### src/rtl/tgmux_pkg.sv
// Shared types and constants for the transmission-gate break-before-make mux controller.
// Gate polarity lives here so the controller only reasons about "closed" vs "open".
package tgmux_pkg;

    typedef enum logic [1:0] {
        ST_OFF    = 2'd0,
        ST_BREAK  = 2'd1,
        ST_SETTLE = 2'd2,
        ST_ON     = 2'd3
    } tgmux_state_e;

    localparam logic GATE_CLOSED_N = 1'b1;
    localparam logic GATE_CLOSED_P = 1'b0;

    // Delay counter width: large enough to hold the longer of the two delays.
    function automatic int cnt_width(input int dead_cyc, input int settle_cyc);
        int max_v;
        max_v = (dead_cyc > settle_cyc) ? dead_cyc : settle_cyc;
        return $clog2(max_v + 1);
    endfunction

endpackage

### src/rtl/tgmux_delay_cnt.sv
// Loadable down-counter shared by the BREAK and SETTLE phases.
// It saturates at zero; done is asserted whenever the count is zero.
module tgmux_delay_cnt #(
    parameter int W = 2
) (
    input  logic         clk,
    input  logic         rst,
    input  logic         load,
    input  logic [W-1:0] load_val,
    output logic         done
);

    logic [W-1:0] cnt_r;

    // Load has priority over counting; the count holds at zero instead of wrapping.
    always_ff @(posedge clk) begin
        if (rst) begin
            cnt_r <= {W{1'b0}};
        end else if (load) begin
            cnt_r <= load_val;
        end else if (cnt_r != {W{1'b0}}) begin
            cnt_r <= cnt_r - W'(1);
        end else begin
            cnt_r <= cnt_r;
        end
    end

    assign done = (cnt_r == {W{1'b0}});

endmodule

### src/rtl/tgmux_bbm_ctrl.sv
// Break-before-make controller for a bank of CMOS transmission gates: one gate closed at a time,
// a dead time with all gates open between channels, and a settle window before SETTLED.
module tgmux_bbm_ctrl
    import tgmux_pkg::*;
#(
    parameter int N_CH       = 4,
    parameter int DEAD_CYC   = 2,
    parameter int SETTLE_CYC = 3,
    parameter int SEL_W      = $clog2(N_CH)
) (
    input  logic             CLK,
    input  logic             RST,
    input  logic             EN,
    input  logic             REQ_VALID,
    input  logic             REQ_OFF,
    input  logic [SEL_W-1:0] REQ_CH,
    output logic             REQ_READY,
    output logic [N_CH-1:0]  CKN,
    output logic [N_CH-1:0]  CKP,
    output logic [SEL_W-1:0] ACTIVE_CH,
    output logic             CH_VALID,
    output logic             SETTLED,
    output logic             ERR
);

    localparam int                CNT_W     = cnt_width(DEAD_CYC, SETTLE_CYC);
    localparam logic [CNT_W-1:0]  DEAD_LD   = CNT_W'(DEAD_CYC - 1);
    localparam logic [CNT_W-1:0]  SETTLE_LD = CNT_W'(SETTLE_CYC - 1);
    localparam logic [SEL_W:0]    N_CH_L    = (SEL_W + 1)'(N_CH);
    localparam logic [N_CH-1:0]   GATE_ONE  = {{(N_CH - 1){1'b0}}, 1'b1};

    tgmux_state_e     state_r;
    logic [N_CH-1:0]  gate_r;
    logic [SEL_W-1:0] active_r;
    logic [SEL_W-1:0] tgt_r;
    logic             tgt_off_r;
    logic             ch_valid_r;
    logic             settled_r;
    logic             err_r;

    logic             ready_s;
    logic             accept_s;
    logic             in_range_s;
    logic             cnt_load_s;
    logic [CNT_W-1:0] cnt_val_s;
    logic             cnt_done_s;

    // Requests are only taken in the two stable states.
    always_comb begin
        ready_s = 1'b0;
        if (!RST && EN && (state_r == ST_OFF || state_r == ST_ON)) begin
            ready_s = 1'b1;
        end else begin
            ready_s = 1'b0;
        end
    end

    assign accept_s   = REQ_VALID && ready_s;
    assign in_range_s = ({1'b0, REQ_CH} < N_CH_L);

    // Arm the delay counter on every transition into BREAK or SETTLE.
    always_comb begin
        cnt_load_s = 1'b0;
        cnt_val_s  = SETTLE_LD;
        case (state_r)
            ST_OFF: begin
                if (accept_s && !REQ_OFF && in_range_s) begin
                    cnt_load_s = 1'b1;
                    cnt_val_s  = SETTLE_LD;
                end else begin
                    cnt_load_s = 1'b0;
                end
            end
            ST_ON: begin
                if (accept_s && (REQ_OFF || (in_range_s && REQ_CH != active_r))) begin
                    cnt_load_s = 1'b1;
                    cnt_val_s  = DEAD_LD;
                end else begin
                    cnt_load_s = 1'b0;
                end
            end
            ST_BREAK: begin
                if (EN && cnt_done_s && !tgt_off_r) begin
                    cnt_load_s = 1'b1;
                    cnt_val_s  = SETTLE_LD;
                end else begin
                    cnt_load_s = 1'b0;
                end
            end
            default: begin
                cnt_load_s = 1'b0;
            end
        endcase
    end

    tgmux_delay_cnt #(
        .W (CNT_W)
    ) u_delay_cnt (
        .clk      (CLK),
        .rst      (RST),
        .load     (cnt_load_s),
        .load_val (cnt_val_s),
        .done     (cnt_done_s)
    );

    // Sequencer: reset, then enable-drop, then the per-state behaviour.
    always_ff @(posedge CLK) begin
        if (RST) begin
            state_r    <= ST_OFF;
            gate_r     <= {N_CH{1'b0}};
            active_r   <= {SEL_W{1'b0}};
            tgt_r      <= {SEL_W{1'b0}};
            tgt_off_r  <= 1'b0;
            ch_valid_r <= 1'b0;
            settled_r  <= 1'b0;
            err_r      <= 1'b0;
        end else if (!EN) begin
            state_r    <= ST_OFF;
            gate_r     <= {N_CH{1'b0}};
            tgt_off_r  <= 1'b0;
            ch_valid_r <= 1'b0;
            settled_r  <= 1'b0;
            err_r      <= 1'b0;
        end else begin
            err_r <= 1'b0;
            case (state_r)
                ST_OFF: begin
                    if (accept_s && !REQ_OFF) begin
                        if (in_range_s) begin
                            state_r    <= ST_SETTLE;
                            gate_r     <= GATE_ONE << REQ_CH;
                            active_r   <= REQ_CH;
                            ch_valid_r <= 1'b1;
                        end else begin
                            err_r <= 1'b1;
                        end
                    end
                end
                ST_ON: begin
                    if (accept_s) begin
                        if (REQ_OFF) begin
                            state_r    <= ST_BREAK;
                            gate_r     <= {N_CH{1'b0}};
                            tgt_off_r  <= 1'b1;
                            ch_valid_r <= 1'b0;
                            settled_r  <= 1'b0;
                        end else if (!in_range_s) begin
                            err_r <= 1'b1;
                        end else if (REQ_CH != active_r) begin
                            state_r    <= ST_BREAK;
                            gate_r     <= {N_CH{1'b0}};
                            tgt_r      <= REQ_CH;
                            tgt_off_r  <= 1'b0;
                            ch_valid_r <= 1'b0;
                            settled_r  <= 1'b0;
                        end
                    end
                end
                ST_BREAK: begin
                    if (cnt_done_s) begin
                        if (tgt_off_r) begin
                            state_r <= ST_OFF;
                        end else begin
                            state_r    <= ST_SETTLE;
                            gate_r     <= GATE_ONE << tgt_r;
                            active_r   <= tgt_r;
                            ch_valid_r <= 1'b1;
                        end
                    end
                end
                ST_SETTLE: begin
                    if (cnt_done_s) begin
                        state_r   <= ST_ON;
                        settled_r <= 1'b1;
                    end
                end
                default: begin
                    state_r    <= ST_OFF;
                    gate_r     <= {N_CH{1'b0}};
                    ch_valid_r <= 1'b0;
                    settled_r  <= 1'b0;
                end
            endcase
        end
    end

    // Both gate rails derive from one closed-mask register, so they can never disagree.
    always_comb begin
        CKN = {N_CH{~GATE_CLOSED_N}};
        CKP = {N_CH{~GATE_CLOSED_P}};
        for (int i = 0; i < N_CH; i++) begin
            CKN[i] = gate_r[i] ? GATE_CLOSED_N : ~GATE_CLOSED_N;
            CKP[i] = gate_r[i] ? GATE_CLOSED_P : ~GATE_CLOSED_P;
        end
    end

    assign REQ_READY = ready_s;
    assign ACTIVE_CH = active_r;
    assign CH_VALID  = ch_valid_r;
    assign SETTLED   = settled_r;
    assign ERR       = err_r;

endmodule

### config.mk
export PLATFORM = sky130hd
export DESIGN_NAME = tgmux_bbm_ctrl
export DESIGN_NICKNAME = d
export VERILOG_FILES = /design/src/rtl/tgmux_pkg.sv /design/src/rtl/tgmux_delay_cnt.sv /design/src/rtl/tgmux_bbm_ctrl.sv
export SDC_FILE = /design/constraint.sdc
export NUM_CORES = 1
export LEC_CHECK = 0
export BUFFER_PORTS_ARGS = -buffer_cell sky130_fd_sc_hd__buf_2
export CAP_MARGIN = 10
export CORE_ASPECT_RATIO = 0.8
export CORE_MARGIN = 1.5
export CORE_UTILIZATION = 55
export CTS_CLUSTER_DIAMETER = 60
export DETAILED_ROUTE_END_ITERATION = 7
export GPL_TIMING_DRIVEN = 0
export HOLD_SLACK_MARGIN = 0.06
export PLACE_DENSITY = 0.87
export SYNTH_ARGS = -nofsm -noshare
export SYNTH_HDL_FRONTEND = slang
export SYNTH_SLANG_ARGS = --single-unit
### constraint.sdc
create_clock -name CLK -period 2.9 [get_ports CLK]
set_input_delay 0 -clock CLK [delete_from_list [all_inputs] [get_ports CLK]]
set_output_delay 0 -clock CLK [all_outputs]
set_load 0.05 [all_outputs]
# Yosys cells after proc, flatten, opt, wreduce, memory -nomap -nowiden
# Cells that the tools add are included.
# Widths: inputs -> output; s select.
[word_totals] ff_bits=15 in_bits=7 out_inout_bits=14 word_cells=96
[op_classes] add_sub_neg=1 eq_ne=10 shift=2 muxes=46 n_bitwise=2 reduce_logical=27
[ops] cell="$mux 2" n=14
[ops] cell="$mux 4" n=6
[ops] cell="$mux 1" n=20
[ops] cell="$reduce_and 5->1" n=3
[ops] cell="$pmux 4 s3" n=1
[ops] cell="$reduce_bool 2->1" n=5
[ops] cell="$ne 2x2->1 const B" n=4
[ops] cell="$pmux 2 s4" n=1
[ops] cell="$shl 1x2->4 const A" n=2
[ops] cell="$logic_and 1x1->1" n=7
[ops] cell="$pmux 1 s3" n=2
[ops] cell="$reduce_and 6->1" n=1
[ops] cell="$eq 2x2->1 const B" n=2
[ops] cell="$logic_not 2->1" n=2
[ops] cell="$pmux 2 s2" n=1
[ops] cell="$reduce_and 4->1" n=1
[ops] cell="$logic_not 1->1" n=3
[ops] cell="$ne 3x2->1 const B" n=1
[ops] cell="$reduce_and 3->1" n=1
[ops] cell="$reduce_bool 3->1" n=1
[ops] cell="$eq 2x1->1 const B" n=1
[ops] cell="$logic_or 1x1->1" n=2
[ops] cell="$ne 2x1->1 const B" n=1
[ops] cell="$ne 2x2->1" n=1
[ops] cell="4 further kinds" n=5

# Depth between registers and ports, before layout
[depth] depth_word=9 depth_mapped=7 mapped_depth_nobuf=6

# By module
# From an unflattened synthesis, not the netlist that was laid out.
[hier_totals] hier_cells=116 area_unflattened_um2=1027.2
[by_module_without_submodules] module="tgmux_bbm_ctrl" n_inst=1 cells_each=104 area_each_um2=905.9 seq_area_each_um2=260.2
[by_module_without_submodules] module="tgmux_delay_cnt" n_inst=1 cells_each=12 area_each_um2=121.4 seq_area_each_um2=40.0

# Worst setup path after synthesis
# No wires, ideal clock.
[synth_timing] kind="reg-to-reg" from="register state_r[0]" to="register u_delay_cnt.cnt_r[1]" setup_time_ps=122 t_arrival_ps=1741 t_required_ps=2778 slack_ps=1036 path_stages_with_launch=7 n_path_buf=0 period_less_slack_ps=1864 path_cell_list="dfxtp_1 inv_1 ha_1 nand4bb_4 a311o_1 or2_0 nor3b_1"
[synth_via] elab_chain_cells=9 word_cells_on_any_way=16 cone_classes="eq/ne: 2; mux: 7; reduce/logical: 7"
[synth_lines] element="from (decl)" line="tgmux_bbm_ctrl.sv:32" rtl="tgmux_state_e state_r;"
[synth_lines] element="from (signal assigned)" line="tgmux_bbm_ctrl.sv:109" rtl="state_r <= ST_OFF;"
[synth_lines] element="from (signal assigned)" line="tgmux_bbm_ctrl.sv:118" rtl="state_r <= ST_OFF;"
[synth_lines] element="from (signal assigned)" line="tgmux_bbm_ctrl.sv:130" rtl="state_r <= ST_SETTLE;"
[synth_lines] element="$eq 2x2->1 / $logic_not 2->1 (equally long branches)" line="tgmux_bbm_ctrl.sv:51, tgmux_bbm_ctrl.sv:65"
[synth_lines] element="$logic_or 1x1->1" line="tgmux_bbm_ctrl.sv:51" rtl="if (!RST && EN && (state_r == ST_OFF || state_r == ST_ON)) begin"
[synth_lines] element="$logic_and 1x1->1" line="tgmux_bbm_ctrl.sv:51"
[synth_lines] element="$mux 1" line="tgmux_bbm_ctrl.sv:51"
[synth_lines] element="$logic_and 1x1->1" line="tgmux_bbm_ctrl.sv:58" rtl="assign accept_s = REQ_VALID && ready_s;"
[synth_lines] element="$logic_and 1x1->1, on equally long branches" line="tgmux_bbm_ctrl.sv:75, tgmux_bbm_ctrl.sv:67"
[synth_lines] element="$mux 1, or another cell as far along" line="tgmux_bbm_ctrl.sv:75" rtl="if (accept_s && (REQ_OFF || (in_range_s && REQ_CH != active_r))) begin"
[synth_lines] element="$pmux 1 s3 / $mux 2 (equally long branches)"
[synth_lines] element="$mux 2 / $reduce_bool 2->1 (equally long branches)"
[synth_lines] element="to (signal assigned)" line="tgmux_delay_cnt.sv:18" rtl="cnt_r <= {W{1'b0}};"
[synth_lines] element="to (signal assigned)" line="tgmux_delay_cnt.sv:20" rtl="cnt_r <= load_val;"
[synth_lines] element="to (signal assigned)" line="tgmux_delay_cnt.sv:22" rtl="cnt_r <= cnt_r - W'(1);"
[synth_lines] element="to (decl)" line="tgmux_delay_cnt.sv:13" rtl="logic [W-1:0] cnt_r;"
# Parallel ways exist; a longest one is shown, timed or not.
# A chain may end at the register's enable or synchronous reset.

# Worst setup path in the final report
[layout_timing] from="register state_r[0]" to="register tgt_r[0]"
[layout_via] elab_chain_cells=6 word_cells_on_any_way=7 cone_classes="eq/ne: 1; mux: 1; reduce/logical: 5"
[layout_lines] element="$eq 2x2->1 / $logic_not 2->1 (equally long branches)" line="tgmux_bbm_ctrl.sv:51, tgmux_bbm_ctrl.sv:126"
[layout_lines] element="$logic_or 1x1->1" line="tgmux_bbm_ctrl.sv:51"
[layout_lines] element="$logic_and 1x1->1" line="tgmux_bbm_ctrl.sv:51"
[layout_lines] element="$mux 1" line="tgmux_bbm_ctrl.sv:51"
[layout_lines] element="$logic_and 1x1->1" line="tgmux_bbm_ctrl.sv:58"
[layout_lines] element="$reduce_and 5->1 (no source line) (*)"
[layout_lines] element="to (signal assigned)" line="tgmux_bbm_ctrl.sv:112" rtl="tgt_r <= {SEL_W{1'b0}};"
[layout_lines] element="to (decl)" line="tgmux_bbm_ctrl.sv:35" rtl="logic [SEL_W-1:0] tgt_r;"
# Mark *: on every way between the ends. The rest lies on a longest branch, timed or not.

==> results.txt <==
Sequential fraction of the synthesis area: 29.52%
Setup_tns: 0 ns
Vias: 919
Tightest Pin Transition: 0.7142 ns
Per-cell routed wire length: 16.51 um
Final Critical Period: 2.621 ns
Worst VDD drop: 0.0002907 V
WP data arrival: 2.81 ns
Share of layout cells above drive strength 1: 27.69%
Detail Route Antenna Nets: 0
Commonest non-fill, non-tap cell in the layout: buf_2
Mapped cell area: 1017 um^2
Worst Hold Class: input pin to register
Syn Inst Count: 104
Clock latency on the worst-skew pair: 0.29 ns
Commonest non-fill, non-tap cells in the layout: buf_2, dfxtp_1, inv_1
CTS tree: yes
CP Launch Type: register
Mapped Nets: 117
Share of the synthesized area in the top cell type: 29.52%
CTS root buffer: clkbuf_4
Synth unique cells: 43
Clk pin slew, worst setup/hold paths: 0.10 ns
Outcome: complete, no violations
DRT Wirelength: 2510 um
Number of buffers created by CTS: 3
Area leader, netlist: dfxtp_1
IO Port Bufs: 19
Die area: 2118 um^2
# IOs: 21
RSZ-0062 raised after global routing: false
Synth warnings: 0
CTS sink count: 15
DIE WIDTH: 51.08 um
Num rows: 13
Overall routing resource usage: 25.77%
First-pass GRT wire length: 4098 um
Pin count of the biggest net entering global routing: 11
Leakage: 0.0004550 uW
Post-synth EDFFs: 0
Number of antenna violations at the first check in global routing: 0
Synth async-reset ratio: 0%
Core box area: 1675 um^2
Area Growth Syn to Fin: 17.71%
Crit share post-route: 90.36%
Max-Cap Viols: 0
Drt via density: 6.046
Final setup viols: 0
Slew HR: 51.88%
Drt first pass iters: 4
Htree depth: 1
Initial DRC count: 18
Gr ovfl total: 0
Postcts setup bufs: 0
Initial core utilization: 60.72%
Crit end category: register
Hold slack: 0.2056 ns
CTS Buffer Depth: 2
Final hold violation count: 0
Critical path data required time: 3.09 ns
Area contributors post-synth: dfxtp_1, ha_1, mux2i_1, inv_1, xnor2_2
DP Wirelength: 1792 um
Slew Viols, Final: 0
Resized cells post-CTS: 0
Diode count: 0
Crit Path Max Fanout: 5
F_max: 381.6 MHz
R2R setup slack: 0.28 ns
Vias in the first global route: 913
CTS Hold Buffers Added: 3
Overall die height: 41.47 um
Critical path class: register to register
Remaining DRCs: 0
Pwr dens: 483.7 nW/um^2
Synthesis-stage register bit count: 15
Synthesized area per cell: 9.781 um^2
Nets: 144
Clock skew: 0.005024 ns
Synth Flop Type: dfxtp_1
Placer congestion estimate: 0.8215
final cells by class:
type | count | area, um^2
plain buffers | 6 | 36.28
clock buffers | 3 | 22.52
clock inverters | 1 | 5.005
fillers | 122 | 478.0
inverters | 11 | 41.29
multi-input cells | 72 | 639.4
flip-flops and latches | 15 | 300.3
well taps | 22 | 27.53
repair buffers | 22 | 125.1
flip-flops by register name, indices dropped and copies added (netlist names):
signal,count
gate_r,4
CH_VALID,1
ACTIVE_CH,2
SETTLED,1
state_r,2
tgt_off_r,1
u_delay_cnt.cnt_r,2
tgt_r,2
layer usage:
layer	GRT usage (%)	wire length (um)	vias to the layer above	share of wire (%)
met5	0	0	-	0
met4	8.649	40	0	1.6
met3	6.475	167	10	6.7
met2	42.34	1224	37	49
met1	32.80	1078	433	43
li1	-	-	439	-
where the power goes:
part / total (uW) / internal (uW) / switching, uW
Combinational: 219 / 89.0 / 130
Clock: 125 / 51.4 / 74.1
Sequential: 234 / 223 / 11.0
synth_stat cells, types with 3 or more instances:
library cell and n:
dfxtp_1 15, inv_1 11, ha_1 6, mux2i_1 5, nor2_1 5, a21oi_1 4, nand4_1 4, nor4_1 4
o31ai_1 4, a211oi_1 3, a311oi_1 3, a31oi_1 3
critical path, stage by stage, from the launching register on:
cell and delay [ns]:
dfxtp_1 0.43, inv_1 0.11, ha_1 0.35, nand4bb_4 0.34, a2111oi_4 0.45, mux2i_1 0.24, nor2_1 0.05, dlygate4sd3_1 0.55
worst paths after layout:
kind / from / end / cells past startpoint
max: state_r[0] / tgt_r[0] / 7
min: REQ_OFF / tgt_r[1] / 4
max reg2reg: state_r[0] / tgt_r[0] / 7
min reg2reg: gate_r[0] / gate_r[0] / 2
kinds of logic after synthesis:
group / after synthesis / synth area share [%]
AND/OR/NAND/NOR: 27 / 19.19
flip-flops: 15 / 29.52
adder cells (fa/ha/maj): 6 / 7.380
AO/OA/AOI/OAI: 28 / 24.73
other: 1 / 0.3686
XOR/XNOR: 3 / 4.059
multiplexers: 7 / 7.134
buffers and inverters: 17 / 7.627
through the flow:
step	std cells	cell area (um^2)	setup WS, ns	power (uW)	util, %
2_1_floorplan	104	1017	1.036	406.6	-
3_3_place_gp	145	1140	0.8640	439.4	68.04
3_5_place_dp	145	1140	0.7319	454.4	68.04
4_1_cts	152	1197	0.3051	580.1	71.47
5_1_grt	152	1197	0.1387	607.8	71.47
6_report	152	1197	0.2794	579.2	71.47
No activity file was read; power rests on OpenSTA's default activity.
